### config.mk
export PLATFORM = sky130hd
export DESIGN_NAME = mem_access_stage
export DESIGN_NICKNAME = d
export VERILOG_FILES = /design/src/rtl/mem_access_stage.sv
export SDC_FILE = /design/constraint.sdc
export NUM_CORES = 1
export LEC_CHECK = 0
export CORE_AREA = 2 2 155 157
export DETAILED_ROUTE_END_ITERATION = 6
export DIE_AREA = 0 0 157 159
export PLACE_DENSITY = 0.61
export SYNTH_ARGS = -nofsm -noshare
export SYNTH_HDL_FRONTEND = slang
export SYNTH_SLANG_ARGS = --single-unit
### constraint.sdc
create_clock -name clk -period 4.2 [get_ports clk]
set_input_delay 0.84 -clock clk [delete_from_list [all_inputs] [get_ports clk]]
set_output_delay 0.84 -clock clk [all_outputs]
set_load 0.1 [all_outputs]
### src/rtl/mem_access_stage.sv
// MEM stage of the 5-stage RV32I pipeline: data-memory req/ack access, load formatting, MEM/WB register.
// Build option: define MISALIGN_TRAP_EN to trap misaligned H/W accesses instead of forcing alignment.
module mem_access_stage #(
    parameter int AW = 32
) (
    input  logic          clk,
    input  logic          rst,
    input  logic          valid_mem,
    input  logic [31:0]   alu_result_mem,
    input  logic [31:0]   rs2_data_mem,
    input  logic          mem_read_mem,
    input  logic          mem_write_mem,
    input  logic [2:0]    funct3_mem,
    input  logic [4:0]    rd_mem,
    input  logic          reg_write_mem,
    output logic          dmem_req,
    output logic          dmem_we,
    output logic [AW-1:0] dmem_addr,
    output logic [31:0]   dmem_wdata,
    output logic [3:0]    dmem_be,
    input  logic [31:0]   dmem_rdata,
    input  logic          dmem_ack,
    output logic          mem_stall,
    output logic [31:0]   data_forward_mem,
    output logic          wb_valid,
    output logic          wb_reg_write,
    output logic [4:0]    wb_rd,
    output logic [31:0]   wb_data,
    output logic          misalign_exc
);

    typedef enum logic [0:0] {
        ST_IDLE = 1'b0,
        ST_REQ  = 1'b1
    } state_t;

    state_t r_state;
    state_t w_state_next;

    logic          w_memop;
    logic          w_size_b;
    logic          w_size_h;
    logic          w_unsigned;
    logic          w_trap;
    logic          w_issue;
    logic          w_ack_taken;
    logic [1:0]    w_off;
    logic [3:0]    w_be;
    logic [31:0]   w_wdata;

    logic          r_we;
    logic [AW-1:0] r_addr;
    logic [31:0]   r_wdata;
    logic [3:0]    r_be;
    logic          r_is_load;
    logic          r_size_b;
    logic          r_size_h;
    logic          r_unsigned;
    logic [1:0]    r_off;
    logic [4:0]    r_rd;
    logic          r_reg_write;
    logic [31:0]   r_alu;

    logic          r_wb_valid;
    logic          r_wb_reg_write;
    logic [4:0]    r_wb_rd;
    logic [31:0]   r_wb_data;

    logic [7:0]    w_ld_byte;
    logic [15:0]   w_ld_half;
    logic [31:0]   w_ld_data;

    // Decode of the live EX/MEM instruction; a read+write combination behaves as a load.
    assign w_memop    = valid_mem & (mem_read_mem | mem_write_mem);
    assign w_size_b   = (funct3_mem == 3'b000) | (funct3_mem == 3'b100);
    assign w_size_h   = (funct3_mem == 3'b001) | (funct3_mem == 3'b101);
    assign w_unsigned = (funct3_mem == 3'b100) | (funct3_mem == 3'b101);

    // Lane offset with halfword/word accesses snapped down to their natural alignment.
    assign w_off = w_size_b ? alu_result_mem[1:0] :
                   w_size_h ? {alu_result_mem[1], 1'b0} : 2'b00;

`ifdef MISALIGN_TRAP_EN
    logic w_misaligned;
    logic r_misalign_exc;

    assign w_misaligned = w_size_h ? alu_result_mem[0] :
                          (~w_size_b & (alu_result_mem[1:0] != 2'b00));
    assign w_trap       = w_memop & w_misaligned;

    always_ff @(posedge clk) begin
        if (rst) begin
            r_misalign_exc <= 1'b0;
        end else begin
            r_misalign_exc <= (r_state == ST_IDLE) & w_trap;
        end
    end

    assign misalign_exc = r_misalign_exc;
`else
    assign w_trap       = 1'b0;
    assign misalign_exc = 1'b0;
`endif

    assign w_issue     = (r_state == ST_IDLE) & w_memop & ~w_trap;
    assign w_ack_taken = (r_state == ST_REQ) & dmem_ack;
    assign mem_stall   = w_issue | ((r_state == ST_REQ) & ~dmem_ack);

    assign w_be = mem_read_mem ? 4'b1111 :
                  w_size_b     ? (4'b0001 << w_off) :
                  w_size_h     ? (4'b0011 << w_off) : 4'b1111;

    // Store data replicated across lanes so the memory only has to honour byte enables.
    for (genvar gi = 0; gi < 4; gi++) begin : g_wlane
        assign w_wdata[8*gi +: 8] = w_size_b ? rs2_data_mem[7:0] :
                                    w_size_h ? rs2_data_mem[8*(gi%2) +: 8] :
                                               rs2_data_mem[8*gi +: 8];
    end

    always_comb begin
        w_state_next = r_state;
        case (r_state)
            ST_IDLE: if (w_issue)  w_state_next = ST_REQ;
            ST_REQ:  if (dmem_ack) w_state_next = ST_IDLE;
            default: w_state_next = ST_IDLE;
        endcase
    end

    always_ff @(posedge clk) begin
        if (rst) begin
            r_state <= ST_IDLE;
        end else begin
            r_state <= w_state_next;
        end
    end

    // Request fields are captured once at issue and held untouched until the ack.
    always_ff @(posedge clk) begin
        if (rst) begin
            r_we        <= 1'b0;
            r_addr      <= '0;
            r_wdata     <= '0;
            r_be        <= '0;
            r_is_load   <= 1'b0;
            r_size_b    <= 1'b0;
            r_size_h    <= 1'b0;
            r_unsigned  <= 1'b0;
            r_off       <= '0;
            r_rd        <= '0;
            r_reg_write <= 1'b0;
            r_alu       <= '0;
        end else if (w_issue) begin
            r_we        <= ~mem_read_mem;
            r_addr      <= {alu_result_mem[AW-1:2], 2'b00};
            r_wdata     <= w_wdata;
            r_be        <= w_be;
            r_is_load   <= mem_read_mem;
            r_size_b    <= w_size_b;
            r_size_h    <= w_size_h;
            r_unsigned  <= w_unsigned;
            r_off       <= w_off;
            r_rd        <= rd_mem;
            r_reg_write <= reg_write_mem;
            r_alu       <= alu_result_mem;
        end
    end

    assign w_ld_byte = dmem_rdata[{r_off, 3'b000} +: 8];
    assign w_ld_half = dmem_rdata[{r_off[1], 4'b0000} +: 16];

    always_comb begin
        w_ld_data = dmem_rdata;
        if (r_size_b) begin
            w_ld_data = {{24{~r_unsigned & w_ld_byte[7]}}, w_ld_byte};
        end else if (r_size_h) begin
            w_ld_data = {{16{~r_unsigned & w_ld_half[15]}}, w_ld_half};
        end
    end

    // MEM/WB register: bubbles keep rd/data but clear valid and write enable.
    always_ff @(posedge clk) begin
        if (rst) begin
            r_wb_valid     <= 1'b0;
            r_wb_reg_write <= 1'b0;
            r_wb_rd        <= '0;
            r_wb_data      <= '0;
        end else if (r_state == ST_IDLE) begin
            if (w_memop) begin
                r_wb_valid     <= 1'b0;
                r_wb_reg_write <= 1'b0;
            end else begin
                r_wb_valid     <= valid_mem;
                r_wb_reg_write <= reg_write_mem & valid_mem;
                r_wb_rd        <= rd_mem;
                r_wb_data      <= alu_result_mem;
            end
        end else if (w_ack_taken) begin
            r_wb_valid     <= 1'b1;
            r_wb_reg_write <= r_reg_write & r_is_load;
            r_wb_rd        <= r_rd;
            r_wb_data      <= r_is_load ? w_ld_data : r_alu;
        end else begin
            r_wb_valid     <= 1'b0;
            r_wb_reg_write <= 1'b0;
        end
    end

    assign dmem_req         = (r_state == ST_REQ);
    assign dmem_we          = r_we;
    assign dmem_addr        = r_addr;
    assign dmem_wdata       = r_wdata;
    assign dmem_be          = r_be;
    assign data_forward_mem = alu_result_mem;
    assign wb_valid         = r_wb_valid;
    assign wb_reg_write     = r_wb_reg_write;
    assign wb_rd            = r_wb_rd;
    assign wb_data          = r_wb_data;

endmodule

==> reports/results.env <==
STATUS='completed'
FIRST_PASS_GRT_WIRE_LENGTH_UM=36300
DETAIL_ROUTE.WL_PER_CELL_UM=18.1
SYNTH_AREA_PER_CELL_UM2=8.10
INITIAL_UTILIZATION=0.299
YS_FF_LATCH=121
FINAL_WORST_PATH_CYCLE_SHARE=0.806
LAYOUT-AREA-OVERHEAD-VS-SYNTH_PCT=39.4
DRT_WL_TOTAL_UM=24100
WORST_IR_DROP_VDD_uV=245
ENDPOINT_KIND='primary output'
YOSYSTOPAREACELL='sky130_fd_sc_hd__dfxtp_1'
R2R_END='wb_data[23]$_SDFFE_PP0P_'
DIE_Y_UM=159
CRIT_TYPE='input pin to primary output'
CRIT_FANOUT=21
FINAL_NET_COUNT=1111
WORSTSETUPSTARTPOINTTYPE='input pin'
DIE_WIDTH_UM=157
WORST_HOLD_PATH.NUM_CELLS=2
POST-ROUTE-CELL-AREA_MM2=0.00966
CLOCK_INSERTION_DELAY_AT_THE_LATER_PIN_OF_THE_SKEW_REPORT_NS=0.41
NUMCTSBUFFERS=17
POST_SYNTH_NUM_CELL_TYPES=55
CP_DATA_REQUIRED_TIME_NS=3.36
BUFFER_PORTS.INSERTED=250
YOSYS_WARNINGS=0
CLOCK_TREE_FROM_TRITONCTS='yes'
TOP_PORTS=254
WORSTHOLDPATHTYPE='flip-flop to flip-flop'
FMAX_MHz=295
FLOORPLAN.ROWS=56
CLOCK_TREE.BUFFER_DEPTH=2
FINALHOLDVIOLCOUNT=0
DETAIL_ROUTE.FIRST_PASS.ITERATIONS=5
FIN_CRIT_NS=3.38
RSZ0062_AT_GRT='false'
TRACK_USAGE=0.190
FIN_SETUP_TNS_NS=0
SYNTH.TOP_CELLS.BY_AREA='sky130_fd_sc_hd__dfxtp_1 (35%), sky130_fd_sc_hd__nand2_1 (8.4%), sky130_fd_sc_hd__buf_4 (7.6%), sky130_fd_sc_hd__a21oi_1 (5.9%), sky130_fd_sc_hd__nor2_1 (4.1%)'
ROUTE.DETAILED.VIAS_PER_INST=4.95
SYN_INST=856
DPL_WIRE_LENGTH_UM=16900
MAXCAPVIOLATIONS=0
FLOORPLAN.DIE_AREA_MM2=0.0250
DESIGN.CORE.AREA_MM2=0.0232
HOLD_BUFFER_COUNT_AT_CTS=0
GLOBALROUTE.TOTALOVERFLOW=0
ROUTABILITYCONGESTION=0.813
HOLD_PATH.STARTPOINT='r_rd[2]$_SDFFE_PP0P_'
POWER.DENSITY_mW_PER_MM2=452
POSTCTSSETUPBUFFERS=0
DRCVIOLATIONCOUNT=0
SYNTH_SEQ_AREA_SHARE=0.350
ANTENNA_FOUND_INITIAL=0
CLOCKROOTBUFFER='sky130_fd_sc_hd__clkbuf_16'
SYNTH_LARGEST_TYPE_AREA_FRACTION=0.350
DRT.ANTENNA.VIOLATING_NETS=0
NETLIST_AREA_MM2=0.00693
PLACED_INST_AREA_MM2=0.00903
GRT_PASS1_VIAS=6063
CLK_TRANSITION_REPORTED_PATHS_NS=0.05
GRT_MAX_DEGREE=82
CTS_MAX_LEVEL=4
CLKSINKCOUNT=121
FIRST_ITER_VIOLATIONS=412
CTSRESIZECOUNT=0
WORST_EP_ARRIVAL_TIME_NS=2.54
TIMING.MAX_SLEW.REL_SLACK=0.286
VIA_COUNT_OF_THE_ROUTED_DESIGN=6586
MIN_TO='r_rd[2]$_SDFFE_PP0P_'
ANT_CELLS=0
WORST_R2R_PATH_DEPTH=4
CLOCK_SKEW_NS=0.00895
POSTSYNTH.TOPFLOPCELL='sky130_fd_sc_hd__dfxtp_1'
DRIVE_ABOVE_1_SHARE=0.116
TIGHTEST_SLEW_NS=1.07
NUMBER_OF_SETUP_VIOLATIONS_IN_THE_FINAL_REPORT=0
FINAL_MAX_SLEW_VIOL_COUNT=0
CELLLEAKAGEPOWER_nW=3.55
ASYNC_SR_FLOP_FRACTION=0
CRITICAL_PATH.REG2REG.STARTPOINT='r_off[1]$_SDFFE_PP0P_'
R2R_SETUP_SLACK_NS=1.65
SYNTH_EDF_COUNT=0
## worst max-delay path, stage by stage
cell	delay (ns)
sky130_fd_sc_hd__clkdlybuf4s50_1	0.60
sky130_fd_sc_hd__o21ai_1	0.19
sky130_fd_sc_hd__mux2_2	0.33
sky130_fd_sc_hd__inv_2	0.33
sky130_fd_sc_hd__buf_12	0.23
## final cells by class
cell class                 count  area (um2)
clock buffer                  20         457
multi-input combinational    592        3650
timing repair buffer         261        2530
clock inverter                12         171
tap                          319         399
sequential                   121        2430
inverter                       6        22.5
fill                        2313       13500
## how the worst max path moves through the flow
stage	slack [ns]	startpoint	endpoint
6_report	0.82	mem_read_mem	mem_stall
5_1_grt	0.69	mem_read_mem	mem_stall
4_1_cts	0.81	mem_read_mem	mem_stall
3_5_place_dp	0.82	mem_read_mem	mem_stall
3_3_place_gp	0.82	mem_read_mem	mem_stall
2_1_floorplan	1.15	dmem_req$_SDFF_PP0_	mem_stall
## metrics by stage
step	std cells	hold WS, ns	util	setup WS [ns]	power (mW)
6_report	1331	0.452	0.417	0.815	4.37
5_1_grt	1331	0.470	0.417	0.687	4.54
4_1_cts	1331	0.454	0.417	0.809	4.42
3_5_place_dp	1299	0.447	0.389	0.819	2.82
3_3_place_gp	1299	0.437	0.389	0.819	2.82
2_1_floorplan	858	0.432	-	1.15	2.44
## synthesized netlist by cell type (10+ instances only)
cell                       instances
sky130_fd_sc_hd__nand2_1         155
sky130_fd_sc_hd__dfxtp_1         121
sky130_fd_sc_hd__a21oi_1          82
sky130_fd_sc_hd__nor2_1           75
sky130_fd_sc_hd__buf_4            70
sky130_fd_sc_hd__o21ai_0          40
sky130_fd_sc_hd__clkbuf_1         39
sky130_fd_sc_hd__nor2b_1          32
sky130_fd_sc_hd__mux2i_1          25
sky130_fd_sc_hd__buf_2            23
sky130_fd_sc_hd__a31oi_1          22
sky130_fd_sc_hd__nand2b_1         16
sky130_fd_sc_hd__a211oi_1         14
sky130_fd_sc_hd__a311oi_1         14
sky130_fd_sc_hd__a311oi_2         11
sky130_fd_sc_hd__nand3_1          11
sky130_fd_sc_hd__o211ai_2         10
## cell usage in the layout (no fill, tap or decap), types with 17 or more instances in the layout
master | synthesis | routed
sky130_fd_sc_hd__nor2b_1 | 32 | 32
sky130_fd_sc_hd__nand2_1 | 155 | 154
sky130_fd_sc_hd__nor2_1 | 75 | 75
sky130_fd_sc_hd__dfxtp_1 | 121 | 120
sky130_fd_sc_hd__clkbuf_16 | 0 | 17
sky130_fd_sc_hd__a31oi_1 | 22 | 22
sky130_fd_sc_hd__mux2i_1 | 25 | 25
sky130_fd_sc_hd__a21oi_1 | 82 | 82
sky130_fd_sc_hd__clkdlybuf4s50_1 | 0 | 215
sky130_fd_sc_hd__o21ai_0 | 40 | 40
sky130_fd_sc_hd__buf_4 | 70 | 43
## sequential cells by signal (all words and copies together), names as in the netlist, 2 cells and up
register / count
r_rd: 5
r_alu: 32
r_off: 2
wb_data: 32
wb_rd: 5
dmem_be: 4
dmem_wdata: 32
## kinds of logic after synthesis
kind of cell	count (synthesis)	synth area share
AO/OA/AOI/OAI	230	0.239
adder cells (fa/ha/maj)	1	0.00181
buffers and inverters	145	0.126
flip-flops	121	0.350
multiplexers	43	0.0821
other	1	0.000541
AND/OR/NAND/NOR	315	0.201
## where the power goes
part	switching (mW)	leakage [nW]	internal (mW)	total, mW
clock network	0.551	0.310	1.02	1.57
registers	0.0603	0.998	1.24	1.30
logic	1.10	2.24	0.397	1.49
total	1.71	3.55	2.66	4.37
## layer usage
layer  up-vias  routed length (um)  GRT usage
li1       3240                   -          -
met1      3068               10600      0.248
met2       256               11100      0.299
met3        22                2060     0.0626
met4         0                 386     0.0521
met5         -                   0          0
No activity file was read; power rests on OpenSTA's default activity.
